**config.mk**
```make
export PLATFORM = sky130hd
export DESIGN_NAME = ula_arbiter
export DESIGN_NICKNAME = d
export VERILOG_FILES = /design/src/rtl/ula_pkg.sv /design/src/rtl/ULA.sv /design/src/rtl/ula_arbiter.sv
export SDC_FILE = /design/constraint.sdc
export NUM_CORES = 1
export LEC_CHECK = 0
export ABC_AREA = 1
export CORE_MARGIN = 2
export CORE_UTILIZATION = 55
export CTS_CLUSTER_DIAMETER = 100
export DETAILED_ROUTE_END_ITERATION = 6
export GPL_TIMING_DRIVEN = 0
export PLACE_DENSITY = 0.88
export SLEW_MARGIN = 20
export SYNTH_ARGS = -nofsm -noshare
export SYNTH_HDL_FRONTEND = slang
export SYNTH_SLANG_ARGS = --single-unit
```
**constraint.sdc**
```tcl
create_clock -name clockArbiter -period 3.1 [get_ports clockArbiter]
set_input_delay 0.31 -clock clockArbiter [delete_from_list [all_inputs] [get_ports clockArbiter]]
set_output_delay 0.31 -clock clockArbiter [all_outputs]
set_load 0.01 [all_outputs]
```
**src/rtl/ula_pkg.sv**
```systemverilog
// Shared constants for the ULA and its arbiter: opcodes, FSM encoding, widths.
package ula_pkg;

  localparam int unsigned DATA_W = 4;
  localparam int unsigned SEL_W  = 3;

  localparam logic [SEL_W-1:0] ADD   = 3'b000;
  localparam logic [SEL_W-1:0] SUB   = 3'b001;
  localparam logic [SEL_W-1:0] COMP  = 3'b010;
  localparam logic [SEL_W-1:0] IGUAL = 3'b011;
  localparam logic [SEL_W-1:0] MAIOR = 3'b100;
  localparam logic [SEL_W-1:0] MENOR = 3'b101;
  localparam logic [SEL_W-1:0] AND   = 3'b110;
  localparam logic [SEL_W-1:0] OR    = 3'b111;

  typedef enum logic [1:0] {
    IDLE = 2'b00,
    EXEC = 2'b01,
    DONE = 2'b10
  } state_t;

endpackage

```
**src/rtl/ULA.sv**
```systemverilog
// Combinational 4-bit ULA; all arithmetic wraps modulo 16.
module ULA
  import ula_pkg::*;
(
  input  logic [DATA_W-1:0] a,
  input  logic [DATA_W-1:0] b,
  input  logic [SEL_W-1:0]  sel,
  output logic [DATA_W-1:0] result,
  output logic              status
);

  // Opcode decode; MAIOR/MENOR return the larger/smaller operand plus the compare flag.
  always_comb begin
    result = '0;
    status = 1'b0;
    case (sel)
      ADD:   result = DATA_W'(a + b);
      SUB:   result = DATA_W'(a - b);
      COMP:  result = DATA_W'(~b + DATA_W'(1));
      IGUAL: status = (a == b);
      MAIOR: begin
        result = (a > b) ? a : b;
        status = (a > b);
      end
      MENOR: begin
        result = (a < b) ? a : b;
        status = (a < b);
      end
      AND:   result = a & b;
      OR:    result = a | b;
      default: begin
        result = '0;
        status = 1'b0;
      end
    endcase
  end

endmodule

```
**src/rtl/ula_arbiter.sv**
```systemverilog
// Two-requester arbiter around the single shared ULA with registered req/ack handshake.
module ula_arbiter
  import ula_pkg::*;
#(
  parameter int unsigned FAIR = 1
) (
  input  logic              clockArbiter,
  input  logic              resetArbiter,
  input  logic              req0Arbiter,
  input  logic [DATA_W-1:0] a0Arbiter,
  input  logic [DATA_W-1:0] b0Arbiter,
  input  logic [SEL_W-1:0]  sel0Arbiter,
  input  logic              req1Arbiter,
  input  logic [DATA_W-1:0] a1Arbiter,
  input  logic [DATA_W-1:0] b1Arbiter,
  input  logic [SEL_W-1:0]  sel1Arbiter,
  output logic              ack0Arbiter,
  output logic              ack1Arbiter,
  output logic [DATA_W-1:0] resultArbiter,
  output logic              statusArbiter,
  output logic              grantArbiter,
  output logic              busyArbiter
);

  state_t            state, state_next;
  logic [DATA_W-1:0] opA, opA_next;
  logic [DATA_W-1:0] opB, opB_next;
  logic [SEL_W-1:0]  opSel, opSel_next;
  logic              last, last_next;
  logic              ack0_next, ack1_next;
  logic [DATA_W-1:0] result_next;
  logic              status_next, grant_next, busy_next;

  logic              win;
  logic [DATA_W-1:0] ula_result, masked_result;
  logic              ula_status, masked_status;

  ULA u_ula (
    .a      (opA),
    .b      (opB),
    .sel    (opSel),
    .result (ula_result),
    .status (ula_status)
  );

  // Winner selection: round-robin on a tie when FAIR, otherwise requester 0 first.
  always_comb begin
    if (req0Arbiter && req1Arbiter) begin
      win = (FAIR != 0) ? ~last : 1'b0;
    end else begin
      win = ~req0Arbiter;
    end
  end

  // Force deterministic result/status per opcode regardless of ULA don't-care outputs.
  always_comb begin
    masked_result = ula_result;
    masked_status = 1'b0;
    case (opSel)
      IGUAL: begin
        masked_result = '0;
        masked_status = (opA == opB);
      end
      MAIOR, MENOR: begin
        masked_result = ula_result;
        masked_status = ula_status;
      end
      default: begin
        masked_result = ula_result;
        masked_status = 1'b0;
      end
    endcase
  end

  // Next-state and next-output logic; every register holds unless its state updates it.
  always_comb begin
    state_next  = state;
    opA_next    = opA;
    opB_next    = opB;
    opSel_next  = opSel;
    last_next   = last;
    ack0_next   = 1'b0;
    ack1_next   = 1'b0;
    result_next = resultArbiter;
    status_next = statusArbiter;
    grant_next  = grantArbiter;
    case (state)
      IDLE: begin
        if (req0Arbiter || req1Arbiter) begin
          grant_next = win;
          opA_next   = win ? a1Arbiter   : a0Arbiter;
          opB_next   = win ? b1Arbiter   : b0Arbiter;
          opSel_next = win ? sel1Arbiter : sel0Arbiter;
          state_next = EXEC;
        end
      end
      EXEC: begin
        result_next = masked_result;
        status_next = masked_status;
        ack0_next   = ~grantArbiter;
        ack1_next   = grantArbiter;
        state_next  = DONE;
      end
      DONE: begin
        last_next  = grantArbiter;
        state_next = IDLE;
      end
      default: state_next = IDLE;
    endcase
    busy_next = (state_next != IDLE);
  end

  // State and output registers.
  always_ff @(posedge clockArbiter or posedge resetArbiter) begin
    if (resetArbiter) begin
      state         <= IDLE;
      opA           <= '0;
      opB           <= '0;
      opSel         <= '0;
      last          <= 1'b1;
      ack0Arbiter   <= 1'b0;
      ack1Arbiter   <= 1'b0;
      resultArbiter <= '0;
      statusArbiter <= 1'b0;
      grantArbiter  <= 1'b0;
      busyArbiter   <= 1'b0;
    end else begin
      state         <= state_next;
      opA           <= opA_next;
      opB           <= opB_next;
      opSel         <= opSel_next;
      last          <= last_next;
      ack0Arbiter   <= ack0_next;
      ack1Arbiter   <= ack1_next;
      resultArbiter <= result_next;
      statusArbiter <= status_next;
      grantArbiter  <= grant_next;
      busyArbiter   <= busy_next;
    end
  end

endmodule

```
## Yosys cells after proc, flatten, opt, wreduce, memory -nomap -nowiden

Cells that the tools add are included.

| cells by class | value |
|---|---|
| shift-type cells | 0 |
| $add $sub $neg | 3 |
| bitwise gates (word level) | 6 |
| multiplexer cells | 14 |
| reductions and logical operators | 7 |
| $mul | 0 |
| div/mod/pow operators | 0 |
| equality and inequality tests | 10 |
| magnitude comparators | 2 |

Operators with widths:

| operator | count |
|---|---|
| $pmux W4 S7 | 1 |
| $mux W4 | 5 |
| $eq A3 B3 Y1 const B | 4 |
| $eq A3 B2 Y1 const B | 2 |
| $add A4 B1 Y4 const B | 1 |
| $add A4 B4 Y4 | 1 |
| $and A4 B4 Y4 | 1 |
| $eq A4 B4 Y1 | 1 |
| $gt A4 B4 Y1 | 1 |
| $lt A4 B4 Y1 | 1 |
| $not A4 Y4 | 1 |
| $or A4 B4 Y4 | 1 |
| $pmux W1 S2 | 2 |
| $pmux W2 S2 | 1 |
| $sub A4 B4 Y4 | 1 |
| $eq A3 B1 Y1 const B | 1 |
| $logic_not A3 Y1 | 1 |
| $mux W1 | 3 |
| $mux W3 | 1 |
| $not A1 Y1 | 3 |
| $eq A2 B1 Y1 const B | 1 |
| $eq A2 B2 Y1 const B | 1 |
| $logic_not A2 Y1 | 1 |
| $mux W2 | 1 |
| other kinds (5) | 5 |

| storage, ports and cells | value |
|---|---|
| input bits | 26 |
| memories | 0 |
| bits in latches | 0 |
| register bits | 23 |
| output and inout port bits | 9 |
| RAM bits | 0 |
| memory bits (read-only) | 0 |

## Longest topological paths before layout

Gate-level depths: netlist of run 1.

| logic depth | value |
|---|---|
| depth in word-level cells | 4 |
| depth in mapped cells | 13 |
| gate-level depth less buffers | 13 |

## Cells and area by module

Synthesis of run 1 repeated with hierarchy kept, for this count alone.

| unflattened totals | value |
|---|---|
| cell total of the unflattened synthesis | 253 |
| area, all modules | 1841.8 sq um |

By module, submodules not included:

| module | cells an instance | sequential area each (sq um) | times used | area an instance (sq um) |
|---|---|---|---|---|
| ula_arbiter | 130 | 576.8 | 1 | 1102.3 |
| ULA | 123 | 0.0 | 1 | 739.5 |

## Least setup slack after synthesis of run 1

Ideal clock, no wire load.

| timing path | value |
|---|---|
| path type | register to register |
| from | register opA[0] |
| to | register resultArbiter[1] |
| setup time | 117 ps |
| arrival time | 1685 ps |
| setup slack | 1298 ps |
| data required time | 2983 ps |
| period minus slack after synthesis | 1802 ps |
| cell stages (with the launch flop) | 12 |
| path through | dfrtp_1 -> inv_1 -> ha_1 -> inv_1 -> fa_1 -> nand2_1 -> nand2_1 -> buf_6 -> o211ai_1 -> nand3_1 -> nand2_1 -> nand2_1 |

| between the ends | value |
|---|---|
| longest elaborated chain between the ends | 4 |
| elaborated cells on any way between the ends | 8 |
| those cells by class | add/sub (2); order compare (2); mux (4) |

Ends and longest elaborated chain:

| element | line | text |
|---|---|---|
| start: declaration | ula_arbiter.sv:26 | `logic [DATA_W-1:0] opA, opA_next;` |
| start signal: assignment | ula_arbiter.sv:129 | `opA <= opA_next;` |
| $lt A4 B4 Y1 / $gt A4 B4 Y1 (equally long branches) | ULA.sv:26, ULA.sv:22 |  |
| $mux W4, on equally long branches | ULA.sv:26, ULA.sv:22 |  |
| $pmux W4 S7 * | ULA.sv:16 | `case (sel)` |
| $mux W4 * | ula_arbiter.sv:59 | `case (opSel)` |
| end signal: assignment | ula_arbiter.sv:135 | `resultArbiter <= result_next;` |
| end: declaration | ula_arbiter.sv:19 | `output logic [DATA_W-1:0] resultArbiter,` |

Mark *: on every way between the ends. The rest lies on a longest branch, timed or not.
A chain may end at the register's enable or synchronous reset.

## Final worst setup path of run 1

Same ends and word-level chain as after synthesis.

==> impl_metrics.yaml, run 1 <==
yosys:
  post_synth_main_area_contributors: "sky130_fd_sc_hd__dfrtp_1 34%, sky130_fd_sc_hd__nand2_1 11%, sky130_fd_sc_hd__ha_1 9.9%, sky130_fd_sc_hd__nand3_1 8.5%, sky130_fd_sc_hd__inv_1 5.7%"
  syn-instance-count: 221
  most_instantiated_cells_after_synthesis: "49 x sky130_fd_sc_hd__nand2_1, 28 x sky130_fd_sc_hd__nand3_1, 25 x sky130_fd_sc_hd__inv_1, 25 x sky130_fd_sc_hd__nor2_1, 22 x sky130_fd_sc_hd__dfrtp_1"
  post-synth-top-area-fraction_pct: 33.6
  netlist.top_cell.by_area: "sky130_fd_sc_hd__dfrtp_1"
  most_common_cell_in_the_synthesized_netlist: "sky130_fd_sc_hd__nand2_1"
  synth-async-reset-ratio_pct: 100
  post_synth_fa_ha_maj_area_fraction_pct: 12.4
  synth.distinct_cells: 26
  synth-edff-count: 0
  dominantRegCellSynth: "sky130_fd_sc_hd__dfrtp_1"
  ys_warn_count: 0
  synth_simple_gate_area_share_pct: 28.8
  avgSynthCellArea_um2: 7.42
  synth_seq_cells: 23
  synth_fp_nets: 262
  synth_compound_area_share_pct: 13.3
  mappedNetlistArea_um2: 1640
  dominant_combinational_cell_family_by_area_after_synthesis: "simple AND/OR/NAND/NOR gates"
  synth_seq_area_share_pct: 35.2
  muxShareOfSynthArea_pct: 0
  post_synth_xor_xnor_area_pct: 1.60
sta:
  totalNegativeSetupSlack_ns: 0
  layout_skew_ns: 0.00332
  worst_slew_margin_rel_pct: 44.6
  final-hold-violation-count: 0
  finalWorstPathRequiredPeriod_ns: 2.07
  fin_crit_sh_pct: 66.6
  rsz0062_at_grt: "false"
  hold_ws_ns: 0.441
  maxClockFrequency_mhz: 484
  drv_slew: 0
  worstMarginPinSlew_ns: 0.831
  timing.final.setup_violations: 0
min_path:
  timing.hold.worst.class: "input pin to asynchronous set/reset pin"
global_routing:
  antenna_violations_before_repair: 0
  first_global_vias: 1482
  global_route.usage.met3_pct: 1.98
  grt_pass1_wl_um: 6580
  met1_usage_pct: 35.5
  grt.total_usage_pct: 24.9
  grt.busiest_layer: "met2"
  gr-usage-met2_pct: 42.2
  grt_remaining_overflow: 0
  grt_start_max_net_pins: 24
setup_path:
  setup.worst_path.start: "opA[0]"
  cp_data_required_time_ns: 3.32
  timing.critical_path.depth: 11
  crit_slowest_cell: "sky130_fd_sc_hd__dfrtp_1"
  cp_common_cell: "sky130_fd_sc_hd__nand2_1"
  slowest_cell_delay_on_critical_path_ns: 0.43
  cp-start-kind: "register"
  worst_r2r_startpoint: "opA[0]"
  crit_type: "register to register"
  critPathMaxFanout: 10
  cp_data_arrival_time_ns: 2.29
  critical_path.cell_chain: "inv_1 -> ha_1 -> inv_1 -> fa_1 -> nand2_1 -> nand2_1 -> buf_6 -> o211ai_1 -> nand3_1 -> nand2_1 -> nand2_1"
  worst_setup_path_end_kind: "register"
  worstPathBufferInverterCount: 3
  worst_path_dominant_cell_family: "adder cells"
  reg2reg_depth: 11
clock_network:
  post-cts-setup-buffer-count: 0
  clock_sinks: 23
  cts_root_buf: "sky130_fd_sc_hd__clkbuf_4"
  cts_max_level: 1
  clkTransAtPathRegs_ns: 0.12
  cts_inserted_buffers: 3
  worst_skew_pair.late_latency_ns: 0.31
  post_cts_resize_count: 0
  cts_buffer_depth: 2
  tritoncts_clock_tree: "done"
  cts_hold_repair.buffers: 0
run_status:
  run_status: "finished clean"
route:
  detailroute.via_count: 1639
  drtPass1Iterations: 4
  vias_per_cell: 5.65
  totalWireLength_um: 3920
  dr.first_iter.drc_count: 116
  drtAntennaViolNets: 0
  drt_drc_violations_left: 0
  route.detailed.wl_per_inst_um: 13.5
place:
  finalWeightedCongestion: 0.871
  io_buffers: 34
  dp.final_hpwl_um: 3150
  dpl_cell_area_um2: 2020
floorplan:
  floorplan.initialDensity_pct: 58.4
  die_area_um2: 3430
  dieWidth_um: 58.6
  std_cell_rows: 19
  core_um2: 2810
  ioPinCount: 35
  die_h_um: 58.6
cells_and_area:
  multi_input_comb_area_um2: 918
  fillers: 246
  insertedDiodeCount: 0
  layout-area-overhead-vs-synth_pct: 24.8
  final_area_um2: 2050
  final_net_count: 301
  layout.core_utilization_pct: 72.9
  register_area_um2: 577
  drive_gt1_share_pct: 5.02
power:
  ir_drop_mv: 0.613
  power.density_cell_area_nw_per_um2: 1110
  total_leakage_power_nw: 1.00
run:
  cap_viol_max_count: 0
[final timing paths]
path | end | slack, ns
setup / recovery | resultArbiter[1] | 1.03
min in group clockArbiter | resultArbiter[3] | 0.49
max in group asynchronous | opA[1] | 2.15
hold reg to reg | resultArbiter[3] | 0.49
hold / removal | resultArbiter[3] | 0.44
setup reg to reg | resultArbiter[1] | 1.03
[stage by stage]
step	cells	total power [W]	setup slack (ns)
finish	290	0.00228	1.03
global route	290	0.00250	0.872
CTS	290	0.00226	1.05
detailed placement	286	0.00212	1.07
global placement	286	0.00206	1.09
floorplan	221	0.00168	1.30
[where the power goes]
part / switching [W] / leakage [nW] / total, W / internal [W]
Combinational: 0.000936 / 0.700 / 0.00155 / 0.000617
Clock: 0.0000908 / 0.0177 / 0.000139 / 0.0000483
Sequential: 0.000131 / 0.282 / 0.000583 / 0.000452
Total: 0.00116 / 1.00 / 0.00228 / 0.00112
[cells by family (layout without fill, tap and decap cells)]
kind of cell             Yosys count  count (layout)
XOR/XNOR                           3               3
AO/OA/AOI/OAI                     37              37
buffers and inverters             34              72
AND/OR/NAND/NOR                  109             109
flip-flops                        23              23
adder cells (fa/ha/maj)           15              15
[cells in the final DEF, fill, tap and decap left out]
cell                              synthesis  layout
sky130_fd_sc_hd__buf_2                    1       1
sky130_fd_sc_hd__o211ai_1                 4       4
sky130_fd_sc_hd__nor3_2                   1       1
sky130_fd_sc_hd__clkinv_2                 0       1
sky130_fd_sc_hd__o2111ai_1                1       1
sky130_fd_sc_hd__nand3_1                 28      28
sky130_fd_sc_hd__o21ai_0                 14      14
sky130_fd_sc_hd__buf_6                    2       2
sky130_fd_sc_hd__clkbuf_1                 4       4
sky130_fd_sc_hd__nand2_1                 49      49
sky130_fd_sc_hd__a21oi_2                  1       1
sky130_fd_sc_hd__a21oi_1                  4       4
sky130_fd_sc_hd__nor2_1                  25      25
sky130_fd_sc_hd__nor3_1                   3       3
sky130_fd_sc_hd__inv_2                    2       2
sky130_fd_sc_hd__clkbuf_4                 0       3
sky130_fd_sc_hd__dfrtp_1                 22      22
sky130_fd_sc_hd__inv_1                   25      25
sky130_fd_sc_hd__clkdlybuf4s50_1          0      34
sky130_fd_sc_hd__o21ai_1                  1       1
sky130_fd_sc_hd__xnor2_1                  1       1
sky130_fd_sc_hd__fa_1                     2       2
sky130_fd_sc_hd__nor3_4                   1       1
sky130_fd_sc_hd__a31oi_1                  1       1
sky130_fd_sc_hd__xor2_1                   2       2
sky130_fd_sc_hd__ha_1                    13      13
sky130_fd_sc_hd__nand4_1                  2       2
sky130_fd_sc_hd__dfstp_2                  1       1
sky130_fd_sc_hd__o22ai_1                 11      11
[flip-flops by register name (all words and copies together), names as in the netlist, 2 cells and up]
signal / flops
opA: 4
opB: 4
resultArbiter: 4
opSel: 3
state: 2
[routing by layer]
metal,up-vias,part of all wire [%],wire length [µm]
met5,-,0,0
met4,0,0.74,29
met3,4,3.4,133
met2,42,49,1920
met1,777,47,1840
li1,816,-,-
[final cells by class]
cell class	count	area share (%)
clock inverter	1	0.245
clock buffer	3	1.10
timing repair buffer	34	16.6
inverter	27	4.95
tap	31	1.90
buffer	7	2.08
sequential	23	28.2
multi-input combinational	164	44.9
Note: power is estimated with default switching activity, not from simulation.
==> inputs of run 2 (changes only) <==
--- a/config.mk
+++ b/config.mk
@@ -7,11 +7,11 @@
 export LEC_CHECK = 0
 export ABC_AREA = 1
 export CORE_MARGIN = 2
-export CORE_UTILIZATION = 55
+export CORE_UTILIZATION = 46
 export CTS_CLUSTER_DIAMETER = 100
 export DETAILED_ROUTE_END_ITERATION = 6
 export GPL_TIMING_DRIVEN = 0
-export PLACE_DENSITY = 0.88
+export PLACE_DENSITY = 0.79
 export SLEW_MARGIN = 20
 export SYNTH_ARGS = -nofsm -noshare
 export SYNTH_HDL_FRONTEND = slang
==> constraint.sdc (replaced) <==
create_clock -name clockArbiter -period 1.7 [get_ports clockArbiter]
set_input_delay 0.17 -clock clockArbiter [delete_from_list [all_inputs] [get_ports clockArbiter]]
set_output_delay 0.17 -clock clockArbiter [all_outputs]
set_load 0.01 [all_outputs]
==> impl_metrics.yaml, run 2 (synthesis results as in run 1) <==
sta:
  final-hold-violation-count: 0
  finalWorstSetupSlack_ns: -0.199
  maxClockFrequency_mhz: 527
  finalWorstPathRequiredPeriod_ns: 1.90
  totalNegativeSetupSlack_ns: -0.813
  layout_skew_ns: 0.0144
  worstMarginPinSlew_ns: 0.872
  hold_ws_ns: 0.334
  drv_slew: 0
  worst_slew_margin_rel_pct: 41.8
  rsz0062_at_grt: "true"
  fin_crit_sh_pct: 112
  timing.final.setup_violations: 5
clock_network:
  tritoncts_clock_tree: "done"
  clock_sinks: 23
  clkTransAtPathRegs_ns: 0.14
  cts_buffer_depth: 2
  cts_root_buf: "sky130_fd_sc_hd__clkbuf_4"
  cts_max_level: 1
  cts_inserted_buffers: 3
  worst_skew_pair.late_latency_ns: 0.31
cells_and_area:
  insertedDiodeCount: 0
  register_area_um2: 578
  most_frequent_cells_in_the_layout: "45 x sky130_fd_sc_hd__nand2_1, 34 x sky130_fd_sc_hd__clkdlybuf4s50_1, 28 x sky130_fd_sc_hd__nand3_1"
  multi_input_comb_area_um2: 981
  final_net_count: 312
  final_common_cell: "sky130_fd_sc_hd__nand2_1"
  fillers: 283
  drive_gt1_share_pct: 14.8
  layout-area-overhead-vs-synth_pct: 35.3
  largestRegisters: "opA: 4 flops, opB: 4 flops, resultArbiter: 4 flops"
  instances_no_fill: 316
global_routing:
  grt_start_max_net_pins: 24
  grt_pass1_wl_um: 7180
  grt_remaining_overflow: 0
  grt.total_usage_pct: 22.1
  met1_usage_pct: 31.7
  grt.busiest_layer: "met2"
  antenna_violations_before_repair: 0
  global_route.usage.met3_pct: 1.07
  gr-usage-met2_pct: 36.7
  first_global_vias: 1575
floorplan:
  floorplan.initialDensity_pct: 48.4
  std_cell_rows: 21
  core_um2: 3390
  ioPinCount: 35
  dieWidth_um: 63.7
  die_h_um: 63.7
  die_area_um2: 4060
route:
  detailroute.via_count: 1633
  dr.first_iter.drc_count: 88
  totalWireLength_um: 4230
  drtAntennaViolNets: 0
  vias_per_cell: 5.17
  route.detailed.wl_per_inst_um: 13.4
  drt_drc_violations_left: 0
  drtPass1Iterations: 4
power:
  power_switching_w: 0.00235
  power.density_cell_area_nw_per_um2: 2140
  ir_drop_mv: 1.05
  power_frac_comb_pct: 72.2
  p_sw_share_pct: 49.5
  power.clock.fraction_pct: 5.4
  power.sequential.fraction_pct: 22.3
  internal_w: 0.00240
  total_leakage_power_nw: 1.06
min_path:
  timing.hold.worst.class: "input pin to asynchronous set/reset pin"
setup_path:
  worst_r2r_startpoint: "opA[0]"
  cp_data_required_time_ns: 1.91
  critical_path.cell_chain: "inv_2 -> ha_4 -> inv_4 -> fa_2 -> nand2_4 -> nand2_4 -> buf_6 -> o211ai_1 -> nand3_1 -> nand2_1 -> nand2_1"
  timing.rr.end: "resultArbiter[2]"
  crit_type: "register to register"
  worst_path_dominant_cell_family: "adder cells"
  reg2reg_depth: 11
  critPathMaxFanout: 5
  cp-start-kind: "register"
  worst_setup_path_end_kind: "register"
  cp_data_arrival_time_ns: 2.11
  crit_slowest_cell: "sky130_fd_sc_hd__dfrtp_1"
  worstPathBufferInverterCount: 3
  setup.reg_to_reg.worst_slack_ns: -0.20
  slowest_cell_delay_on_critical_path_ns: 0.44
place:
  place_inst: 301
  finalWeightedCongestion: 0.866
  dp.final_hpwl_um: 3080
  io_buffers: 34
run_status:
  run_status: "complete, but fails checks"
  violations: "setup timing"
run:
  cap_viol_max_count: 0
run 2: worst max-delay path by stage:
| stage | from | to | slack (ns) | cells past startpoint |
|---|---|---|---|---|
| floorplan | opA[0] | resultArbiter[1] | -0.004 | 11 |
| global placement | opA[2] | resultArbiter[1] | -0.22 | 11 |
| detailed placement | opA[2] | resultArbiter[1] | -0.23 | 11 |
| CTS | opA[0] | resultArbiter[2] | -0.15 | 11 |
| global route | opB[3] | resultArbiter[3] | -0.26 | 12 |
| finish | opA[0] | resultArbiter[2] | -0.20 | 11 |
run 2: through the flow:
step	power [W]	cell area (µm²)	setup slack, ns	utilization [%]
5_1_grt	0.00519	2220	-0.256	65.4
3_5_place_dp	0.00388	2040	-0.226	60.3
4_1_cts	0.00440	2150	-0.148	63.3
6_report	0.00475	2220	-0.199	65.4
3_3_place_gp	0.00383	2040	-0.215	60.3
2_1_floorplan	0.00310	1650	-0.00409	-
run 2: layout make-up:
type	instances	share of cell area (%)
multi-input cells	164	44.2
clock buffers	3	1.02
inverters	27	4.68
repair buffers	45	19.2
plain buffers	7	1.97
clock inverters	1	0.226
well taps	46	2.59
flip-flops and latches	23	26.1
run 2: power by group through the flow:
stage / registers (W) / clock network, W / logic [W]
2_1_floorplan: 0.00108 / 0 / 0.00202
3_3_place_gp: 0.00107 / 0 / 0.00276
3_5_place_dp: 0.00108 / 0 / 0.00281
4_1_cts: 0.00106 / 0.000261 / 0.00308
5_1_grt: 0.00109 / 0.000292 / 0.00381
6_report: 0.00106 / 0.000258 / 0.00343
run 2: layer usage:
metal	part of all wire [%]	vias to the layer above	wire (µm)
met5	0	-	0
met4	1.1	0	47
met3	3.9	4	167
met2	50	45	2100
met1	45	753	1920
li1	-	831	-
run 2: timing repair:
item / 4_1_cts / 5_1_grt
buffers inserted: 5 / 5
gates cloned: 1 / 0
gates resized for setup: 9 / 11
endpoints found under the setup margin: 5 / 13
pin swaps: 3 / 8
hold buffers: 0 / 0
==> variant: new RTL, flow settings as in run 2 <==
Set the package constant `SEL_W` to 5 (it was 3).
--- a/src/rtl/ula_pkg.sv
+++ b/src/rtl/ula_pkg.sv
@@ -2,7 +2,7 @@
 package ula_pkg;
 
   localparam int unsigned DATA_W = 4;
-  localparam int unsigned SEL_W  = 3;
+  localparam int unsigned SEL_W  = 5;
 
   localparam logic [SEL_W-1:0] ADD   = 3'b000;
   localparam logic [SEL_W-1:0] SUB   = 3'b001;
Interface: changed (resized sel0Arbiter and sel1Arbiter); port bits go from 35 to 39. The function was not compared with the original's and may differ.
==> variant against run 2 <==
  * The flow still finishes with violations (negative setup slack)
  * Fmax increased by 4.2%
  * Utilization barely moved
  * Area after synthesis rose by 5.4%
  * Synthesized cell count rose by 8.6%
  * Setup slack better by 76 ps
  * Sequential cell count rose by 2
  * Wire length rose by 7.3%
  * Sequential share of layout area up 0.42 points
  * Power decreased by 3.5%
  * Combinational power fell by 8.7%
  * Sequential power is 5% higher
  * Design area grew 7.2%
  * Largest cell class unchanged
==> variant: results (changes against run 2) <==
| Metric | Value |
|---|---|
| Clk network pwr share | `0.077 (was 0.054)` |
| Worst Path Arrival | `2000 ps (was 2110 ps)` |
| Mapped Cells | `240 (was 221)` |
| Largest net degree at the start of global routing | `26 (was 24)` |
| Outcome | `complete, but fails checks (unchanged)` |
| Clk cell area share | `0.02053 (was 0.01241)` |
| Signal inverters | `31 (was 27)` |
| Synthesized cell area | `1728 um^2 (was 1639 um^2)` |
| Via density | `5.300 (was 5.168)` |
| Final WS setup | `-123.5 ps (was -199.2 ps)` |
| Metal-1 WL | `1.904 mm (was 1.916 mm)` |
| Compound-gate portion of the synthesized area | `0.1340 (was 0.1328)` |
| Top cell family by delay on the critical path | `simple AND/OR/NAND/NOR gates (was adder cells)` |
| Synth Area in Adders | `0.1173 (was 0.1237)` |
| Relative slew slack | `0.3846 (was 0.4183)` |
| Register area share after synthesis | `0.3628 (was 0.3519)` |
| Final setup viols | `5 (unchanged)` |
| DPL Wire Length | `3.374 mm (was 3.076 mm)` |
| Register area | `629.4 um^2 (was 578.1 um^2)` |
| Clock-pin slew on the worst setup and hold paths | `90 ps (was 140 ps)` |
| Worst-Skew Late Latency | `270 ps (was 310 ps)` |
| Pint | `2.347 mW (was 2.400 mW)` |
| Failing checks | `negative setup slack (unchanged)` |
| Synth top area cells | `dfrtp_1 (35%), nand2_1 (13%), ha_1 (9.4%) (was dfrtp_1 (34%), nand2_1 (11%), ha_1 (9.9%))` |
| Leakage | `1.139 nW (was 1.062 nW)` |
| Worst VDD drop | `0.0007839 V (was 0.001050 V)` |
| Multi-input logic area | `1044 um^2 (was 980.9 um^2)` |
| NonClk Buf Share | `0.2005 (was 0.2121)` |
| Routed vias | `1802 (was 1633)` |
| Port bufs | `38 (was 34)` |
| Final core occ | `0.6543 (was 0.6545)` |
| Initial DRC count | `98 (was 88)` |
| DP Worst Slack | `-236.7 ps (was -225.8 ps)` |
| Synth cell count leaders | `nand2_1 (62), nor2_1 (33), inv_1 (31) (was nand2_1 (49), nand3_1 (28), inv_1 (25), nor2_1 (25), dfrtp_1 (22))` |
| Net Count, Synth | `285 (was 262)` |
| Met3 Track Usage GR | `0.02911 (was 0.01071)` |
| TNS Setup | `-377.5 ps (was -812.7 ps)` |
| Last weighted congestion value of the routability-driven placer | `0.9319 (was 0.8657)` |
| First-pass GRT wire length | `7.334 mm (was 7.176 mm)` |
| WL met3 | `249 um (was 167 um)` |
[variant: cell count changes after synthesis, sizes merged, moves of 2 or more]
| cell | delta |
|---|---|
| nand2 | +15 |
| nor2 | +9 |
| nand3 | -6 |
| o21ai | +5 |
| inv | +4 |
| nor3 | -4 |
| o211ai | -3 |
| clkbuf | -2 |
| dfrtp | +2 |
| nand4 | -2 |
| o22ai | +2 |
[variant: repair_timing]
item | in CTS | in global routing
setup endpoints to repair | 5 | 5
buffers inserted | 5 | 4
cloned | 1 | 0
hold buffers | 0 | 0
gates resized for setup | 22 | 4
hold endpoints to repair | 0 | 0
pin swaps | 9 | 4
[variant: path summary, 6_finish.rpt]
check	end	startpoint	slack, ps
max reg2reg	resultArbiter[3]	opB[3]	-120
min in group clockArbiter	resultArbiter[3]	resultArbiter[3]	490
max	resultArbiter[3]	opB[3]	-120
min	resultArbiter[0]	resetArbiter	400
max in group asynchronous	opB[0]	resetArbiter	670
min reg2reg	resultArbiter[3]	resultArbiter[3]	490
